<file path="config.mk">
export PLATFORM = sky130hd
export DESIGN_NAME = fsm_response_return_unit
export DESIGN_NICKNAME = d
export VERILOG_FILES = /design/src/rtl/fsm_response_return_unit.sv
export SDC_FILE = /design/constraint.sdc
export NUM_CORES = 1
export LEC_CHECK = 0
export ABC_AREA = 0
export BUFFER_PORTS_ARGS = -buffer_cell sky130_fd_sc_hd__buf_4
export CORE_AREA = 5 5 350 352
export DETAILED_ROUTE_END_ITERATION = 10
export DIE_AREA = 0 0 355 357
export SYNTH_ARGS = -nofsm -noshare
export SYNTH_HDL_FRONTEND = slang
export SYNTH_SLANG_ARGS = --single-unit
</file>
<file path="constraint.sdc">
create_clock -name clk -period 14 [get_ports clk]
set_input_delay 2.1 -clock clk [delete_from_list [all_inputs] [get_ports clk]]
set_output_delay 2.1 -clock clk [all_outputs]
set_load 0.02 [all_outputs]
</file>
<file path="src/rtl/fsm_response_return_unit.sv">
// ---------------------------------------------------------------------------
// fsm_response_return_unit
//
// Gathers read-response beats from the per-(channel, rank) memory FSMs and
// returns them on one AXI-style read-response channel. A round-robin arbiter
// picks the next FSM. Once a burst has started, the arbiter stays locked on
// that FSM until its last beat. Accepted beats go through a small FIFO. The
// AXI physical address is rebuilt by prepending the FSM index ({channel, rank})
// to the FSM-local address.
//
// Ports:
//   clk, rst         - clock, synchronous active-high reset
//   fsmRspValid      - per-FSM beat valid            [NUM_FSM]
//   fsmRspReady      - per-FSM beat accept           [NUM_FSM]
//   fsmRspData       - per-FSM beat data             [NUM_FSM*DATAWIDTH]
//   fsmRspId         - per-FSM transaction ID        [NUM_FSM*IDWIDTH]
//   fsmRspLast       - per-FSM last-beat flag        [NUM_FSM]
//   fsmRspLowAddr    - per-FSM address below index   [NUM_FSM*LOWW]
//   rspValid/Ready   - AXI-side handshake
//   rspData, rspId, rspLast, rspAddr, rspFsmIndex - FIFO head contents
// ---------------------------------------------------------------------------
module fsm_response_return_unit #(
    parameter int NUM_FSM       = 8,
    parameter int NUM_FSM_BIT   = $clog2(NUM_FSM),
    parameter int AXI_ADDRWIDTH = 32,
    parameter int DATAWIDTH     = 64,
    parameter int IDWIDTH       = 4,
    parameter int FIFO_DEPTH    = 4
) (
    input  logic                                           clk,
    input  logic                                           rst,
    input  logic [NUM_FSM-1:0]                             fsmRspValid,
    output logic [NUM_FSM-1:0]                             fsmRspReady,
    input  logic [NUM_FSM*DATAWIDTH-1:0]                   fsmRspData,
    input  logic [NUM_FSM*IDWIDTH-1:0]                     fsmRspId,
    input  logic [NUM_FSM-1:0]                             fsmRspLast,
    input  logic [NUM_FSM*(AXI_ADDRWIDTH-NUM_FSM_BIT)-1:0] fsmRspLowAddr,
    output logic                                           rspValid,
    input  logic                                           rspReady,
    output logic [DATAWIDTH-1:0]                           rspData,
    output logic [IDWIDTH-1:0]                             rspId,
    output logic                                           rspLast,
    output logic [AXI_ADDRWIDTH-1:0]                       rspAddr,
    output logic [NUM_FSM_BIT-1:0]                         rspFsmIndex
);

    localparam int LOWW  = AXI_ADDRWIDTH - NUM_FSM_BIT;
    localparam int PTR_W = $clog2(FIFO_DEPTH);
    localparam int CNT_W = $clog2(FIFO_DEPTH + 1);
    localparam logic [CNT_W-1:0]       DEPTH_C  = CNT_W'(FIFO_DEPTH);
    localparam logic [NUM_FSM_BIT-1:0] LAST_IDX = NUM_FSM_BIT'(NUM_FSM - 1);
    localparam logic [NUM_FSM_BIT:0]   NUM_C    = (NUM_FSM_BIT + 1)'(NUM_FSM);

    typedef struct packed {
        logic [DATAWIDTH-1:0]   data;
        logic [IDWIDTH-1:0]     id;
        logic                   last;
        logic [NUM_FSM_BIT-1:0] idx;
        logic [LOWW-1:0]        low;
    } entry_t;

    typedef enum logic {ST_IDLE, ST_LOCKED} state_e;

    state_e                 state_q, state_d;
    logic [NUM_FSM_BIT-1:0] rr_ptr_q, rr_ptr_d;
    logic [NUM_FSM_BIT-1:0] lock_idx_q, lock_idx_d;

    entry_t                 mem_q [FIFO_DEPTH];
    entry_t                 mem_d [FIFO_DEPTH];
    logic [PTR_W-1:0]       wr_ptr_q, wr_ptr_d;
    logic [PTR_W-1:0]       rd_ptr_q, rd_ptr_d;
    logic [CNT_W-1:0]       count_q, count_d;

    logic                   grant_valid;
    logic [NUM_FSM_BIT-1:0] grant_idx;
    logic [NUM_FSM_BIT:0]   scan_sum;
    logic [NUM_FSM_BIT-1:0] scan_idx;
    logic                   accept;
    logic                   pop;
    entry_t                 push_entry;
    entry_t                 head;

    // Arbiter state register: lock state, locked FSM and round-robin pointer.
    always_ff @(posedge clk) begin
        if (rst) begin
            state_q    <= ST_IDLE;
            rr_ptr_q   <= '0;
            lock_idx_q <= '0;
        end else begin
            state_q    <= state_d;
            rr_ptr_q   <= rr_ptr_d;
            lock_idx_q <= lock_idx_d;
        end
    end

    // Next-state logic. A non-last beat locks the arbiter onto its source.
    // A last beat releases the lock and moves priority past the source.
    always_comb begin
        state_d    = state_q;
        rr_ptr_d   = rr_ptr_q;
        lock_idx_d = lock_idx_q;
        if (accept) begin
            if (push_entry.last) begin
                state_d  = ST_IDLE;
                rr_ptr_d = (grant_idx == LAST_IDX) ? '0 : grant_idx + NUM_FSM_BIT'(1);
            end else begin
                state_d    = ST_LOCKED;
                lock_idx_d = grant_idx;
            end
        end
    end

    // Output logic: the grant and the per-FSM ready bits.
    // When locked, the locked FSM keeps the grant even if it drops valid
    // mid-burst, so no other FSM can interleave into the burst.
    always_comb begin
        grant_valid = 1'b0;
        grant_idx   = '0;
        scan_sum    = '0;
        scan_idx    = '0;
        if (state_q == ST_LOCKED) begin
            grant_valid = 1'b1;
            grant_idx   = lock_idx_q;
        end else begin
            for (int k = 0; k < NUM_FSM; k++) begin
                scan_sum = {1'b0, rr_ptr_q} + (NUM_FSM_BIT + 1)'(k);
                if (scan_sum >= NUM_C) begin
                    scan_sum = scan_sum - NUM_C;
                end
                scan_idx = scan_sum[NUM_FSM_BIT-1:0];
                if (!grant_valid && fsmRspValid[scan_idx]) begin
                    grant_valid = 1'b1;
                    grant_idx   = scan_idx;
                end
            end
        end
        fsmRspReady = '0;
        if (!rst && grant_valid && (count_q != DEPTH_C)) begin
            fsmRspReady[grant_idx] = 1'b1;
        end
    end

    // Steer the granted FSM's beat into a FIFO entry. The address field is
    // stored as the FSM index plus the local address.
    always_comb begin
        push_entry = '0;
        for (int i = 0; i < NUM_FSM; i++) begin
            if (grant_idx == NUM_FSM_BIT'(i)) begin
                push_entry.data = fsmRspData[i*DATAWIDTH +: DATAWIDTH];
                push_entry.id   = fsmRspId[i*IDWIDTH +: IDWIDTH];
                push_entry.last = fsmRspLast[i];
                push_entry.low  = fsmRspLowAddr[i*LOWW +: LOWW];
            end
        end
        push_entry.idx = grant_idx;
    end

    assign accept = |(fsmRspValid & fsmRspReady);
    assign pop    = (count_q != '0) && rspReady;

    // FIFO bookkeeping. Pointers wrap naturally because the depth is a power
    // of two. A simultaneous push and pop leaves the count unchanged.
    always_comb begin
        mem_d    = mem_q;
        wr_ptr_d = wr_ptr_q;
        rd_ptr_d = rd_ptr_q;
        count_d  = count_q;
        if (accept) begin
            mem_d[wr_ptr_q] = push_entry;
            wr_ptr_d        = wr_ptr_q + PTR_W'(1);
        end
        if (pop) begin
            rd_ptr_d = rd_ptr_q + PTR_W'(1);
        end
        case ({accept, pop})
            2'b10:   count_d = count_q + CNT_W'(1);
            2'b01:   count_d = count_q - CNT_W'(1);
            default: count_d = count_q;
        endcase
    end

    // FIFO storage is cleared on reset so the visible head reads as zero.
    always_ff @(posedge clk) begin
        if (rst) begin
            for (int i = 0; i < FIFO_DEPTH; i++) begin
                mem_q[i] <= '0;
            end
            wr_ptr_q <= '0;
            rd_ptr_q <= '0;
            count_q  <= '0;
        end else begin
            mem_q    <= mem_d;
            wr_ptr_q <= wr_ptr_d;
            rd_ptr_q <= rd_ptr_d;
            count_q  <= count_d;
        end
    end

    assign head        = mem_q[rd_ptr_q];
    assign rspValid    = (count_q != '0);
    assign rspData     = head.data;
    assign rspId       = head.id;
    assign rspLast     = head.last;
    assign rspFsmIndex = head.idx;
    assign rspAddr     = {head.idx, head.low};

endmodule

</file>
==> run summary <==
The total setup buffers inserted after CTS was 0; the setup slack of the worst register-to-register path was 5.74 ns. The global router's overall resource usage was 0.195. The largest stage delay on the critical path was 0.97 ns. After the first detailed-routing iteration, the DRC count stood at 2474. Post-synthesis sequential area ratio: 0.302.

The clock buffer count from CTS came out at 48. Setup repair after global routing left no endpoint under its margin. Cell at the root of the clock tree: sky130_fd_sc_hd__clkbuf_16. Time the final worst path needs with I/O delays and setup: 9.30 ns. Clock-pin slew was measured on the worst setup and hold paths at 0.06 ns. The signal on the critical path passes through inv_1 > ha_1 > mux2i_1 > mux4_2 > a22o_1 > nand3_1 > o22a_1 > nor4_4 > buf_4 > buf_4 > nor2_4 > inv_6 > buf_4 > nor2_1 > buf_4.

For the detailed-route wire length, the log shows 133000 µm. Along the worst path, the maximum fanout reaches 57. The worst setup path is launched from a flip-flop.

In the routed layout, each cell is associated on average with a via count of 5.03. The total number of placement rows was 127; the power per cell area was 195 nW/µm². The clock passes through at most 3 buffers. The global-route wire length before repair was 187000 µm. The die covers 127000 µm².

Across all layers, the routed design uses 27700 vias. The tools report the static leakage power as 16.8 nW. The async set-reset flop share out of synthesis is 0, and the chip width is 355 µm.

The initial standard-cell utilization of the core was 0.233; the number of max-slew violations in the final report was 0. The area share of the largest cell type after synthesis was 0.302; the number of gates on the worst path with buffers counted was 15. The worst setup path is of the flip-flop to primary output kind. The proportion of layout cells with a drive suffix above 1 was 0.299. The number of sinks driven by the clock tree was 418. The flow ran to the end, and the final reports show no timing, DRC or antenna violations.

In the layout the commonest cells are 951 x sky130_fd_sc_hd__buf_4, 500 x sky130_fd_sc_hd__mux2i_1, 416 x sky130_fd_sc_hd__dfxtp_1. TritonCTS built the clock tree. The transition at the pin with the smallest max-transition slack was 1.20 ns; the number of standard cells in the layout, taps in and fillers out was 5507. The first detailed-routing pass ran for 6 iterations.

By area the synthesized netlist is led by sky130_fd_sc_hd__dfxtp_1 30%, sky130_fd_sc_hd__mux2i_1 18%, sky130_fd_sc_hd__mux4_2 9.3%. In this run the number of H-tree levels came out at 2. The total congestion overflow is 0, and the clock latency at the later pin of the worst-skew pair is 0.58 ns.

The mean area per synthesized cell was 8.61 µm². During placement, the flow inserted port buffers numbering 907. The net count of the finished layout is 4721.

Relative area change from synthesis to final layout: 32.9%. In this run the standard cell core region covers 119000 µm². Grouping stages by cell kind, the critical path spends the most delay in buffers and inverters. The remaining design rule violation count was 0; the combined buffer and inverter count along the critical path was 6. The run gives 0 as the final number of setup-violating endpoints.

The final cycle utilization of the critical path came out at 0.664. The number of nets handed over by synthesis was 4025. The cell count after placement came out at 5415. The tools report the number of ports placed on the die boundary as 908. The tool flagged a number of max-cap violations equal to 0. The relative slew slack is 0.199.

Data arrives at the worst endpoint at 7.20 ns. Counting cells, the worst reg-to-reg path comes to 21. For the worst setup path, the data required time is 11.90 ns. The total count of hold-check failures in the final report came out at 0. The worst hold-check path type was flip-flop to flip-flop. For the number of distinct library cell variants in the gate-level netlist after synthesis, the log shows 71. Once the clock tree was built, the resizer swapped 0 gates to a different size. Summing every instance area after synthesis gives 27700 µm². The tools report the initial antenna violation count as 8. The number of global-route vias before repair was 27200. Commonest non-fill, non-tap cell in the layout: sky130_fd_sc_hd__buf_4.

The tools report the worst supply voltage drop on vdd as 0.143 mV. The number of hold buffers added after cts was 0; the routed length per instance was 24.1 µm. After synthesis the netlist holds a flip-flop and latch count of 418. The slowest cell on the critical path was sky130_fd_sc_hd__dfxtp_1. Primary flip-flop cell chosen by synthesis mapping: sky130_fd_sc_hd__dfxtp_1. Counting every instance in the synthesized netlist gives 3221. The count of synthesis-stage warnings from yosys was 0.

The vertical extent of the die came out at 357 µm. The count of nets left with antenna violations once routing finished came out at 0. Clock skew on the completed layout was measured at 0.0178 ns. Summed over all instances, the cell type with the most area after synthesis is sky130_fd_sc_hd__dfxtp_1. The sum of negative setup slack is 0 ns, and the weighted congestion reported at the end of routability-driven placement is 0.991. Pin count of the biggest net entering global routing: 159.

STA classifies the critical path endpoint as a primary output. The most numerous cell type found on the critical path is sky130_fd_sc_hd__buf_4. Counting flops with a built-in enable in the synthesized netlist gives 0. Final HPWL from detailed placement: 100000 µm.

Along the worst hold path, the cell count comes to 2. Timing would allow up to 0.108 GHz.
[layer usage]
layer	global-route usage	wire, µm	up-vias
met3	0.0364	8750	182
met2	0.345	65400	1145
met5	0	32	-
met4	0.0586	4440	6
li1	-	-	12900
met1	0.242	53900	13400
[power by group]
group          internal [mW]  switching (mW)  total, mW
clock                  0.720           0.532       1.25
sequential              1.42           0.124       1.54
combinational           1.44            2.96       4.39
[path summary, 6_finish.rpt]
kind,from,to
worst max-delay path,rr_ptr_q[1],fsmRspReady[5]
worst min-delay path,mem_q[381],mem_q[381]
worst max register to register,rr_ptr_q[1],mem_q[148]
worst min register to register,mem_q[381],mem_q[381]
[per-stage QoR]
step	hold WS (ns)	instance area [µm²]	util	worst slack (ns)	total power, mW
floorplan	0.449	27700	-	6.85	4.29
global placement	0.458	35300	0.296	5.25	5.91
detailed placement	0.464	35300	0.296	5.24	5.96
CTS	0.477	36800	0.310	4.71	7.24
global route	0.486	36800	0.310	4.38	7.59
finish	0.472	36900	0.310	4.70	7.19
[final cells by class]
| cell class | instances | area (µm²) |
|---|---|---|
| antenna | 5 | 12.5 |
| clock buffer | 63 | 1350 |
| clock inverter | 24 | 208 |
| fill | 12600 | 82200 |
| inverter | 30 | 118 |
| multi-input combinational | 2467 | 17700 |
| sequential | 418 | 8380 |
| tap | 1548 | 1940 |
| timing repair buffer | 952 | 7150 |
[synthesized netlist by cell type, types with 81 or more instances]
library cell and count:
sky130_fd_sc_hd__mux2i_1 500, sky130_fd_sc_hd__nand2b_1 406, sky130_fd_sc_hd__o21ai_0 171, sky130_fd_sc_hd__nand2_1 360
sky130_fd_sc_hd__a21oi_1 385, sky130_fd_sc_hd__nand3_1 91, sky130_fd_sc_hd__mux4_2 115, sky130_fd_sc_hd__dfxtp_1 418
sky130_fd_sc_hd__o22ai_1 85, sky130_fd_sc_hd__nand4_1 81, sky130_fd_sc_hd__nor2_1 109, sky130_fd_sc_hd__clkbuf_1 202
[flip-flops by register name, summed over array words and instances, names as in the netlist]
register / count
mem_q: 404
lock_idx_q: 3
state_q: 1
wr_ptr_q: 2
rd_ptr_q: 2
count_q: 3
rr_ptr_q: 3
[worst reg2reg max path, delay by kind of cell (launching register included)]
family	cells	cell delay (ns)
AO/OA/AOI/OAI	5	1.06
multiplexers	3	0.90
adder cells (fa/ha/maj)	2	1.54
flip-flops	1	0.97
AND/OR/NAND/NOR	5	0.87
buffers and inverters	6	2.85
[cell families (layout without fill, tap and decap cells)]
logic type / after synthesis / after routing / synth area share
adders and majority gates: 9 / 9 / 0.00433
DFF: 418 / 418 / 0.302
AOI/OAI and AO/OA: 722 / 722 / 0.144
muxes: 624 / 624 / 0.277
and+or+nand+nor: 1105 / 1105 / 0.206
xor gates and xnor gates: 7 / 7 / 0.00221
buffers and inverters: 336 / 1069 / 0.0640
other: 0 / 5 / 0
No activity file was read; power rests on OpenSTA's default activity.
